==> src/rtl/fetch_pkg.sv <==
// Shared constants for the fetch stage: instruction field layout, opcode map
// and default widths. The decoder imports the same opcode values.
package fetch_pkg;

    localparam int PC_W      = 8;
    localparam int INSTR_W   = 16;
    localparam int RAS_DEPTH = 8;

    localparam int OPC_MSB = 15;
    localparam int OPC_LSB = 12;
    localparam int TYP_MSB = 11;
    localparam int TYP_LSB = 10;
    localparam int FN2_MSB = 9;
    localparam int FN2_LSB = 8;
    localparam int IMM_MSB = 7;
    localparam int IMM_LSB = 0;

    localparam logic [3:0] OP_NOP  = 4'b0000;
    localparam logic [3:0] OP_R    = 4'b0001;
    localparam logic [3:0] OP_FFT  = 4'b1011;
    localparam logic [3:0] OP_HALT = 4'b1111;

    typedef enum logic [2:0] {
        NXT_HOLD   = 3'd0,
        NXT_SEQ    = 3'd1,
        NXT_JUMP   = 3'd2,
        NXT_BRANCH = 3'd3,
        NXT_CALL   = 3'd4,
        NXT_RET    = 3'd5,
        NXT_HALT   = 3'd6
    } next_sel_e;

endpackage

==> src/rtl/fetch_unit_return_stack.sv <==
// Return-address stack: LIFO of PC values with full/empty status.
// Push when full and pop when empty are ignored here; the caller flags them.
module return_stack
    import fetch_pkg::*;
#(
    parameter int W     = PC_W,
    parameter int DEPTH = RAS_DEPTH
) (
    input  logic         clk,
    input  logic         rst_n,
    input  logic         push,
    input  logic         pop,
    input  logic [W-1:0] push_data,
    output logic [W-1:0] pop_data,
    output logic         full,
    output logic         empty
);

    localparam int SP_W  = $clog2(DEPTH) + 1;
    localparam int IDX_W = SP_W - 1;

    logic [SP_W-1:0]  sp_q, sp_d;
    logic [SP_W-1:0]  sp_dec_s;
    logic [IDX_W-1:0] top_s;
    logic [W-1:0]     mem_q [DEPTH];
    logic [W-1:0]     mem_d [DEPTH];

    assign full     = (sp_q == SP_W'(DEPTH));
    assign empty    = (sp_q == {SP_W{1'b0}});
    assign sp_dec_s = sp_q - SP_W'(1);
    assign top_s    = sp_dec_s[IDX_W-1:0];
    assign pop_data = mem_q[top_s];

    // next stack pointer and storage contents
    always_comb begin
        sp_d  = sp_q;
        mem_d = mem_q;
        if (push && !full) begin
            mem_d[sp_q[IDX_W-1:0]] = push_data;
            sp_d = sp_q + SP_W'(1);
        end else if (pop && !empty) begin
            sp_d = sp_dec_s;
        end else begin
            sp_d = sp_q;
        end
    end

    // stack state registers
    always_ff @(posedge clk or negedge rst_n) begin
        if (!rst_n) begin
            sp_q <= {SP_W{1'b0}};
            for (int i = 0; i < DEPTH; i++) begin
                mem_q[i] <= {W{1'b0}};
            end
        end else begin
            sp_q  <= sp_d;
            mem_q <= mem_d;
        end
    end

endmodule

==> src/rtl/fetch_unit.sv <==
// Instruction fetch stage: PC, instruction register, redirect mux and halt.
// IR fields are registered; a redirect or reset loads an all-zero bubble.
module fetch_unit
    import fetch_pkg::*;
#(
    parameter int PC_W_P      = PC_W,
    parameter int INSTR_W_P   = INSTR_W,
    parameter int RAS_DEPTH_P = RAS_DEPTH
) (
    input  logic                 clk,
    input  logic                 rst_n,
    output logic [PC_W_P-1:0]    imem_addr,
    input  logic [INSTR_W_P-1:0] imem_rdata,
    input  logic                 stall,
    input  logic                 jump_en,
    input  logic                 branch_en,
    input  logic                 branch_taken,
    input  logic                 call_en,
    input  logic                 ret_en,
    output logic [3:0]           opcode,
    output logic [1:0]           instr_type,
    output logic [1:0]           funct2,
    output logic [7:0]           imm8,
    output logic [PC_W_P-1:0]    ir_pc,
    output logic                 program_end,
    output logic                 ras_overflow,
    output logic                 ras_underflow
);

    logic [PC_W_P-1:0]    pc_q, pc_d;
    logic [PC_W_P-1:0]    ir_pc_q, ir_pc_d;
    logic [INSTR_W_P-1:0] ir_q, ir_d;
    logic                 valid_q, valid_d;
    logic                 pe_q, pe_d;
    logic                 ovf_q, ovf_d;
    logic                 unf_q, unf_d;

    logic                 push_s, pop_s, full_s, empty_s;
    logic [PC_W_P-1:0]    pop_data_s;
    logic [PC_W_P-1:0]    imm_pc_s;
    logic [PC_W_P-1:0]    branch_pc_s;
    logic [PC_W_P-1:0]    ret_addr_s;
    next_sel_e            sel_s;

    assign imm_pc_s    = PC_W_P'(ir_q[IMM_MSB:IMM_LSB]);
    assign branch_pc_s = ir_pc_q + PC_W_P'($signed(ir_q[IMM_MSB:IMM_LSB]));
    assign ret_addr_s  = ir_pc_q + PC_W_P'(1);

    // classify this edge; stall and halt freeze everything, and redirect
    // flags only count while the IR holds a real instruction
    always_comb begin
        sel_s = NXT_SEQ;
        if (stall || pe_q) begin
            sel_s = NXT_HOLD;
        end else if (valid_q && ir_q[OPC_MSB:OPC_LSB] == OP_HALT) begin
            sel_s = NXT_HALT;
        end else if (valid_q && jump_en) begin
            sel_s = NXT_JUMP;
        end else if (valid_q && branch_en && branch_taken) begin
            sel_s = NXT_BRANCH;
        end else if (valid_q && call_en) begin
            sel_s = NXT_CALL;
        end else if (valid_q && ret_en) begin
            sel_s = NXT_RET;
        end else begin
            sel_s = NXT_SEQ;
        end
    end

    // next-state for PC, IR, stack control and sticky flags
    always_comb begin
        pc_d    = pc_q;
        ir_d    = ir_q;
        ir_pc_d = ir_pc_q;
        valid_d = valid_q;
        pe_d    = pe_q;
        ovf_d   = ovf_q;
        unf_d   = unf_q;
        push_s  = 1'b0;
        pop_s   = 1'b0;
        case (sel_s)
            NXT_SEQ: begin
                ir_d    = imem_rdata;
                valid_d = 1'b1;
                ir_pc_d = pc_q;
                pc_d    = pc_q + PC_W_P'(1);
            end
            NXT_HALT: begin
                pe_d = 1'b1;
            end
            NXT_JUMP: begin
                pc_d    = imm_pc_s;
                ir_d    = {INSTR_W_P{1'b0}};
                valid_d = 1'b0;
            end
            NXT_BRANCH: begin
                pc_d    = branch_pc_s;
                ir_d    = {INSTR_W_P{1'b0}};
                valid_d = 1'b0;
            end
            NXT_CALL: begin
                // a call with a full stack still jumps; only the return is lost
                if (full_s) begin
                    ovf_d = 1'b1;
                end else begin
                    push_s = 1'b1;
                end
                pc_d    = imm_pc_s;
                ir_d    = {INSTR_W_P{1'b0}};
                valid_d = 1'b0;
            end
            NXT_RET: begin
                if (empty_s) begin
                    unf_d = 1'b1;
                    pe_d  = 1'b1;
                end else begin
                    pop_s   = 1'b1;
                    pc_d    = pop_data_s;
                    ir_d    = {INSTR_W_P{1'b0}};
                    valid_d = 1'b0;
                end
            end
            default: begin
                pc_d = pc_q;
            end
        endcase
    end

    // fetch state registers
    always_ff @(posedge clk or negedge rst_n) begin
        if (!rst_n) begin
            pc_q    <= {PC_W_P{1'b0}};
            ir_q    <= {INSTR_W_P{1'b0}};
            ir_pc_q <= {PC_W_P{1'b0}};
            valid_q <= 1'b0;
            pe_q    <= 1'b0;
            ovf_q   <= 1'b0;
            unf_q   <= 1'b0;
        end else begin
            pc_q    <= pc_d;
            ir_q    <= ir_d;
            ir_pc_q <= ir_pc_d;
            valid_q <= valid_d;
            pe_q    <= pe_d;
            ovf_q   <= ovf_d;
            unf_q   <= unf_d;
        end
    end

    return_stack #(
        .W     (PC_W_P),
        .DEPTH (RAS_DEPTH_P)
    ) u_ras (
        .clk       (clk),
        .rst_n     (rst_n),
        .push      (push_s),
        .pop       (pop_s),
        .push_data (ret_addr_s),
        .pop_data  (pop_data_s),
        .full      (full_s),
        .empty     (empty_s)
    );

    assign imem_addr     = pc_q;
    assign opcode        = ir_q[OPC_MSB:OPC_LSB];
    assign instr_type    = ir_q[TYP_MSB:TYP_LSB];
    assign funct2        = ir_q[FN2_MSB:FN2_LSB];
    assign imm8          = ir_q[IMM_MSB:IMM_LSB];
    assign ir_pc         = ir_pc_q;
    assign program_end   = pe_q;
    assign ras_overflow  = ovf_q;
    assign ras_underflow = unf_q;

endmodule

==> config.mk <==
export PLATFORM = sky130hd
export DESIGN_NAME = fetch_unit
export DESIGN_NICKNAME = d
export VERILOG_FILES = /design/src/rtl/fetch_pkg.sv /design/src/rtl/fetch_unit_return_stack.sv /design/src/rtl/fetch_unit.sv
export SDC_FILE = /design/constraint.sdc
export NUM_CORES = 1
export LEC_CHECK = 0
export CAP_MARGIN = 10
export CORE_MARGIN = 2
export CORE_UTILIZATION = 55
export CTS_CLUSTER_SIZE = 24
export DETAILED_ROUTE_END_ITERATION = 16
export PLACE_DENSITY = 0.83
export SETUP_SLACK_MARGIN = 0.3
export SLEW_MARGIN = 20
export SYNTH_ARGS = -nofsm -noshare
export SYNTH_HDL_FRONTEND = slang
export SYNTH_SLANG_ARGS = --single-unit
==> constraint.sdc <==
create_clock -name clk -period 4.51 [get_ports clk]
set_clock_uncertainty 0.1 [all_clocks]
set_input_delay 0.6765 -clock clk [delete_from_list [all_inputs] [get_ports clk]]
set_output_delay 0.6765 -clock clk [all_outputs]
set_load 0.01 [all_outputs]
* Yosys cells after proc, flatten, opt, wreduce, memory -nomap -nowiden *
Cells that the tools add are included.
Widths: inputs -> output; s select.

cells by class
  add/subtract/negate cells = 5
  magnitude comparators = 3
  equal/unequal tests = 10
  muxes and demuxes = 26
  bitwise logic cells = 2
  reductions and logical operators = 24

operators by type and width
  kind                 number
  $bwmux 64            1
  $pmux 16 s3          1
  $mux 8               4
  $pmux 8 s4           1
  $bmux 8 s3           1
  $demux 8 s3          1
  $mux 3               6
  $add 8x1->8 const B  2
  $mux 16              1
  $reduce_and 2->1     5
  $eq 3x3->1 const B   3
  $logic_and 1x1->1    9
  $add 8x8->8          1
  $eq 4x4->1 const B   2
  $ge 4x4->1 const B   2
  $mux 4               2
  $not 3->4            2
  $eq 3x2->1 const B   2
  $mux 1               6
  $add 4x1->4 const B  1
  $logic_not 4->1      1
  $lt 4x1->1 const B   1
  $reduce_bool 2->1    2
  $reduce_bool 4->1    1
  other kinds (11)     12

storage, ports and cells
  register bits = 104
  bits of input ports = 24
  output and inout port bits = 35
  word-level logic and storage cells = 86

* Logic depth before layout (Yosys ltp) *
  depth after elaboration = 12
  gate-level depth with buffers = 10
  gate-level depth less buffers = 7

* Hierarchy *
A second synthesis with hierarchy kept.

second synthesis, totals
  cell total of the unflattened synthesis = 428
  area total of the unflattened synthesis = 5487.8 um^2

modules (own cells, without submodules)
  module        instances  cells each  area each (um^2)  sequential area each (um^2)
  return_stack  1          217         3339.5            1701.6
  fetch_unit    1          211         2148.3            900.9

* Worst setup path after synthesis *
No wires, ideal clock.

  kind = reg2reg
  from = register u_ras.sp_q[0]
  to = register pc_q[1], in the netlist imem_addr[1]
  library setup time = 125 ps
  arrival = 2418 ps
  data required time = 4285 ps
  path slack = 1867 ps
  stages on the path, launching flop included = 10
  buffers on the path = 3
  period minus slack after synthesis = 2643 ps
  cells stage by stage = dfrtp_1 > buf_2 > inv_1 > ha_1 > buf_1 > clkbuf_1 > mux4_2 > mux2i_1 > o21ai_1 > mux2_4

between the ends
  cells in the longest elaborated chain, start to end = 7
  elaborated cells on any way between the ends = 10
  those cells by class = 1 x add/sub; 1 x eq/ne; 5 x mux; 1 x bitwise; 2 x reduce/logical

RTL lines
  item                                        line                           source
  start: declaration                          fetch_unit_return_stack.sv:22  logic [SP_W-1:0] sp_q, sp_d;
  start signal: assignment                    fetch_unit_return_stack.sv:51  sp_q <= {SP_W{1'b0}};
  start signal: assignment                    fetch_unit_return_stack.sv:56  sp_q <= sp_d;
  $sub 4x1->4                                 fetch_unit_return_stack.sv:30  assign sp_dec_s = sp_q - SP_W'(1);
  $not 3->4 (implied by the code)             fetch_unit_return_stack.sv:32  assign pop_data = mem_q[top_s];
  $bmux 8 s3                                  fetch_unit_return_stack.sv:32
  $mux 8 (implied by the code) (2 in series)  fetch_unit_return_stack.sv:32
  $mux 8                                      fetch_unit.sv:113              if (empty_s) begin
  $pmux 8 s4                                  fetch_unit.sv:81               case (sel_s)
  end signal: assignment                      fetch_unit.sv:132              pc_q <= {PC_W_P{1'b0}};
  end signal: assignment                      fetch_unit.sv:140              pc_q <= pc_d;
  end: declaration                            fetch_unit.sv:30               logic [PC_W_P-1:0] pc_q, pc_d;

Parallel ways exist; a longest one is shown, timed or not. The select of a mux whose other input is x is not followed.
A chain may end at the register's enable or synchronous reset.

* Worst setup path after layout *
  from = register u_ras.sp_q[0]
  to = register pc_q[5], in the netlist imem_addr[5]

Same word-level chain as after synthesis.

==> impl_metrics.csv <==
group,metric,value,unit
outcome,status,"finished clean",
synthesis,synth_area_leaders,"dfrtp_1 50%, mux4_2 7.0%, mux2_2 4.4%, o21ai_0 3.8%, a21oi_1 3.2%",
timing,timing.fmax,323.5,MHz
floorplan,rows,35,
global_route,grt_pass1_vias,3853,
flow_run,maxCapViolCount,0,
cells_and_area,fin_nets,547,
worst_setup_path,required,4.63,ns
synthesis,synth_cells,459,
timing,tightest_slew,0.9376,ns
floorplan,die_w,101.0,um
drt,drc,0,
synthesis,yosys.area.top_type_share,50.34,%
drt,routedWlPerCell,19.81,um
timing,final.period_utilization,68.53,%
synthesis,synth_xor_area_share,2.711,%
power,power.total,0.004013,W
drt,wirelength,12.42,mm
floorplan,io_pins,59,
clock_tree,post_cts_resize_count,0,
floorplan,core-area,9196,um2
timing,fin_crit,3.091,ns
place,io_buffers,58,
global_route,grt.total_usage,25.74,%
clock_tree,cts_buffer_depth,2,
power,p_leak,2.628,nW
clock_tree,cts_tree,"built",
clock_tree,clk_pin_slew,0.11,ns
synthesis,yosys.area_share.simple,12.71,%
worst_setup_path,crit_fanout,21,
cells_and_area,syn_to_final_growth,16.36,%
synthesis,syn-num-nets,495,
clock_tree,postCtsHoldBufs,0,
place,placed_cells,611,
timing,setup_viol,0,
synthesis,ys_ff_latch,104,
drt,drt_iter0_drc,276,
synthesis,avgSynthCellArea,11.26,um2
clock_tree,insertion_delay,0.38,ns
place,place_area,5834,um2
floorplan,start_util,56.22,%
drt,first_pass_iters,5,
power,ir_drop,0.2912,mV
power,p_per_area,667.1,nW/um2
synthesis,syn_area,5170,um2
synthesis,netlist-cell-type-count,58,
place,hpwlAfterDp,8.762,mm
floorplan,dieHeight,101.0,um
synthesis,yosys_warnings,0,
clock_tree,cts_buffers,9,
timing,relSlewSlack,37.28,%
cells_and_area,drive_gt1_share,16.09,%
synthesis,ys.flop_type,"dfrtp_1",
synthesis,synth_edf_count,0,
timing,rsz0062_at_grt,"no",
worst_setup_path,endpoint_kind,"flip-flop",
cells_and_area,stdcell_count,627,
timing,drv_slew,0,
synthesis,synth_mux_area_share,12.39,%
cells_and_area,fill_cells,683,
worst_setup_path,critical_path_class,"flip-flop to flip-flop",
drt,vias,3943,
drt,vias_per_cell,6.289,
place,gp_congestion,0.8744,
synthesis,synthAdderAreaFrac,3.049,%
worst_setup_path,cp.arrival,3.21,ns
synthesis,synth_top_cell_by_area,"dfrtp_1",
worst_setup_path,startpoint_type,"flip-flop",
synthesis,synth_compound_area_share,15.90,%
global_route,overflow,0,
timing,tns,0,ns
cells_and_area,final_cell_area,6016,um2
floorplan,dieArea,10190,um2
clock_tree,post_cts_buffers,0,
synthesis,synth_top_family_by_area,"compound AO/OA/AOI/OAI gates",
worst_hold_path,min_path_type,"input pin to async pin",
global_route,grt_first_pass_wirelength,20.02,mm
drt,postRouteAntennaNets,0,
clock_tree,h-tree-depth,3,
global_route,antenna_found_initial,0,
synthesis,async_flop_share,100.0,%
timing,hold_viol,0,
global_route,grt_max_degree,84,
clock_tree,cts-root-buf,"clkbuf_8",
clock_tree,cts.sink_count,104,
cells_and_area,diodes,0,
synthesis,ys_seq_area_share,50.34,%
## critical path, cell delays in order (launching register included)
cell	delay (ns)
dfrtp_1	0.35
buf_4	0.34
inv_1	0.14
ha_1	0.82
mux4_2	0.44
mux2i_1	0.17
nor2_1	0.07
a2111oi_0	0.38
a311oi_1	0.09
## synthesized netlist by cell type, types with 4 or more instances
cell and number:
a21oi_1 33, a22o_1 17, and3_1 4, buf_2 9
clkbuf_1 14, dfrtp_1 104, ha_1 11, inv_1 8
mux2_2 20, mux2i_1 4, mux4_2 16, nand2_1 41
nand3_1 7, nor2_1 41, nor3_1 4, nor4_4 4
o21ai_0 39, or2_2 5, or3_1 6, xnor2_1 5
xor2_1 11
## per-stage QoR
step,hold WS (ns),util (%),setup slack (ns)
2_1_floorplan,0.2809,-,1.867
3_3_place_gp,0.3562,63.44,1.342
3_5_place_dp,0.3681,63.44,1.287
4_1_cts,0.3944,65.37,1.416
5_1_grt,0.2920,65.42,1.247
6_report,0.2224,65.42,1.419
## metal layers
metal / share of wire (%) / vias up / GRT usage [%]
met3: 7.3 / 31 / 5.270
met2: 47 / 179 / 40.46
met4: 3.2 / 0 / 11.75
met5: 0 / - / 0
li1: - / 1782 / -
met1: 43 / 1951 / 34.70
## state kept, by name, summed over array words and instances (netlist names)
signal	cells
ras_overflow	1
imem_addr	8
program_end	1
u_ras.sp_q	4
ir_q	16
u_ras.mem_q	64
valid_q	1
ras_underflow	1
ir_pc	8
## cells in the final DEF (no fill, tap or decap), drive strengths merged, types with 2 or more instances in the layout
| master | netlist | final |
|---|---|---|
| a2111oi | 2 | 2 |
| a211o | 2 | 2 |
| a21o | 3 | 3 |
| a21oi | 33 | 33 |
| a221oi | 3 | 3 |
| a222oi | 2 | 2 |
| a22o | 19 | 19 |
| a22oi | 2 | 2 |
| a31oi | 2 | 2 |
| a32oi | 2 | 2 |
| and2 | 4 | 4 |
| and3 | 4 | 4 |
| and4 | 2 | 2 |
| buf | 12 | 10 |
| clkbuf | 14 | 10 |
| clkdlybuf4s50 | 0 | 57 |
| clkinv | 0 | 2 |
| dfrtp | 104 | 104 |
| ha | 11 | 11 |
| inv | 8 | 11 |
| mux2 | 21 | 21 |
| mux2i | 4 | 4 |
| mux4 | 16 | 16 |
| nand2 | 41 | 41 |
| nand3 | 7 | 7 |
| nand4 | 2 | 2 |
| nor2 | 41 | 41 |
| nor3 | 5 | 5 |
| nor3b | 3 | 3 |
| nor4 | 5 | 5 |
| o2111ai | 3 | 3 |
| o21ai | 40 | 40 |
| o21bai | 3 | 3 |
| or2 | 5 | 5 |
| or3 | 6 | 6 |
| xnor2 | 5 | 5 |
| xor2 | 11 | 11 |
## cell type report
class	instances	area (um2)	area share [%]
sequential	104	2603	43.26
timing repair buffer	67	649.4	10.79
inverter	8	30.03	0.4992
clock buffer	10	127.6	2.121
multi-input combinational	321	2417	40.18
clock inverter	6	50.05	0.8319
tap	111	138.9	2.309
## power by group
part | internal (W) | leakage (nW) | total (W) | switching (W)
Sequential | 0.00127 | 1.36 | 0.00163 | 0.000359
Clock | 0.000209 | 0.0892 | 0.000551 | 0.000342
Combinational | 0.000916 | 1.18 | 0.00183 | 0.000916
Total | 0.00240 | 2.63 | 0.00401 | 0.00162
## worst paths after layout
check                      slack [ns]              end           from  cells after the start
max                              1.42     imem_addr[5]  u_ras.sp_q[0]                      8
min                              0.22     imem_addr[6]          rst_n                      1
max reg2reg                      1.42     imem_addr[5]  u_ras.sp_q[0]                      8
min reg2reg                      0.38    ras_underflow  ras_underflow                      1
max in group asynchronous        3.27  u_ras.mem_q[10]          rst_n                      2
min in group clk                 0.38    ras_underflow  ras_underflow                      1
## logic make-up after synthesis
kind of cell,after synthesis
fa+ha+maj,12
xor+xnor,16
simple gates,126
flops,104
compound gates,126
buf+inv,34
mux,41
(Power assumes the default switching activity.)
==> RTL edit: new RTL, same settings <==
Make the reset (`rst_n`) synchronous in 2 clocked blocks.
--- a/src/rtl/fetch_unit_return_stack.sv
+++ b/src/rtl/fetch_unit_return_stack.sv
@@ -48,3 +48,3 @@
     // stack state registers
-    always_ff @(posedge clk or negedge rst_n) begin
+    always_ff @(posedge clk) begin
         if (!rst_n) begin
--- a/src/rtl/fetch_unit.sv
+++ b/src/rtl/fetch_unit.sv
@@ -129,3 +129,3 @@
     // fetch state registers
-    always_ff @(posedge clk or negedge rst_n) begin
+    always_ff @(posedge clk) begin
         if (!rst_n) begin
Function: differs if rst_n is asserted again (counterexample within 4 cycles, from zero or initial values and one cycle with rst_n low); with rst_n held inactive, the same outputs for 4 cycles.
==> RTL edit against the unedited design <==
Non-clock buffer count is 5 lower. Utilization is 0.87 points lower. Design area is 2.3% lower. Final cell count is 6.7% higher. Wire length is 1.3% higher. First-iteration DRC count is 25% higher. Area after synthesis is 1.1% lower. Setup slack worse by 190 ps. Sequential cell count stayed put. Critical path depth is 1 lower. Worst hold slack better by 130 ps. Critical path type unchanged. Highest routed layer unchanged.
Power is not compared: it rests on default switching activity, and its combinational part moved more than twofold at a synthesized area within 25%.
==> RTL edit: results (changes against the unedited design) <==
Starting DRT DRC Count=346 (+25%); GRT Overall Usage=25.9% (+0.18 points); first-pass GRT wire length=20700 um (+3.4%); share of post-route cells with drive strength above 1=11.8% (-4.3 points); GP Congestion=0.940 (+7.5%); DR WL/cell=18.8 um (-5.1%); WP data arrival=3470 ps (+260 ps); syn nets=551 (+11%); fraction of registers with async set/reset=0% (-100 points); run status=complete, no violations; synth top area cells=dfxtp_1, a211oi_1, nor2_1; hpwl dp=8760 um (about the same); Post-synth top flop=dfxtp_1; largest registers=u_ras.mem_q x64, ir_q x16; synth cell count leaders=dfxtp_1, nor2_1, a211oi_1; placed insts=653 (+6.9%); sequential fraction of the synthesis area=40.7% (-9.6 points); slowest stage cell, crit path=nor4_4; fillers=758 (+11%); vias per cell=6.25 (-0.67%); CP peak stage delay=780 ps (-40 ps); vias in the first global route=4056 (+5.3%); crit path max fanout=15 (-29%); Final Instance Area=0.00588 mm2 (-2.3%); fin cells=669 (+6.7%); drt first pass iters=6 (+1); Final nets=589 (+7.7%); Synth Instances=515 (+12%); post-synth cell types=60 (+3.4%); Least-Margin Pin Slew=1100 ps (+166 ps); Cell Area, Placed=0.00568 mm2 (-2.6%); Place WS=935 ps (-352 ps); largest net degree at the start of global routing=95 (+13%); Hold WC Path Type=reg -> reg
[RTL edit: cell count changes after synthesis, sizes merged, moves of 26 or more]
cell,change
nor2,+57
a211oi,+56
dfrtp,-104
o21ai,-29
nand2,-26
dfxtp,+104
[RTL edit: per-layer routing]
metal	GRT usage, %	vias up	wire length (um)
met3	4.74	17	774
met1	37.7	1994	5760
li1	-	2000	-
met4	7.38	0	193
met5	0	-	0
met2	39.5	168	5860
[RTL edit: critical path: cells and delay by family, from the launching register on]
kind                       cells  cell delay [ps]
DFF                            1              350
and+or+nand+nor                4             1720
adders and majority gates      1              420
AOI/OAI and AO/OA              1              280
buffers and inverters          1              330
[RTL edit: cell type report]
type | instances | area share, %
clock buffer | 9 | 2.11
sequential | 104 | 35.4
clock inverter | 7 | 1.23
tap | 111 | 2.36
inverter | 5 | 0.319
multi-input combinational | 371 | 48.2
timing repair buffer | 62 | 10.4
[RTL edit: report_power, final]
part	switching [mW]	internal (mW)
combinational	0.103	0.0897
sequential	0.0276	0.936
clock	0.356	0.217
total	0.487	1.24
[RTL edit: cell families (layout without fill, tap and decap cells)]
group,after synthesis,after routing,synth area share (%)
xor gates and xnor gates,13,13,2.23
DFF,104,104,40.7
and+or+nand+nor,166,166,17.4
buffers and inverters,40,83,4.09
adders and majority gates,12,12,3.08
AOI/OAI and AO/OA,136,136,19.7
muxes,44,44,12.7
[RTL edit: worst paths after layout]
path | start | end | slack, ps | depth (start not counted)
hold reg to reg | ras_overflow | ras_overflow | 350 | 2
hold / removal | ras_overflow | ras_overflow | 350 | 2
setup / recovery | u_ras.sp_q[0] | u_ras.mem_q[29] | 1230 | 7
setup reg to reg | u_ras.sp_q[0] | u_ras.mem_q[29] | 1230 | 7
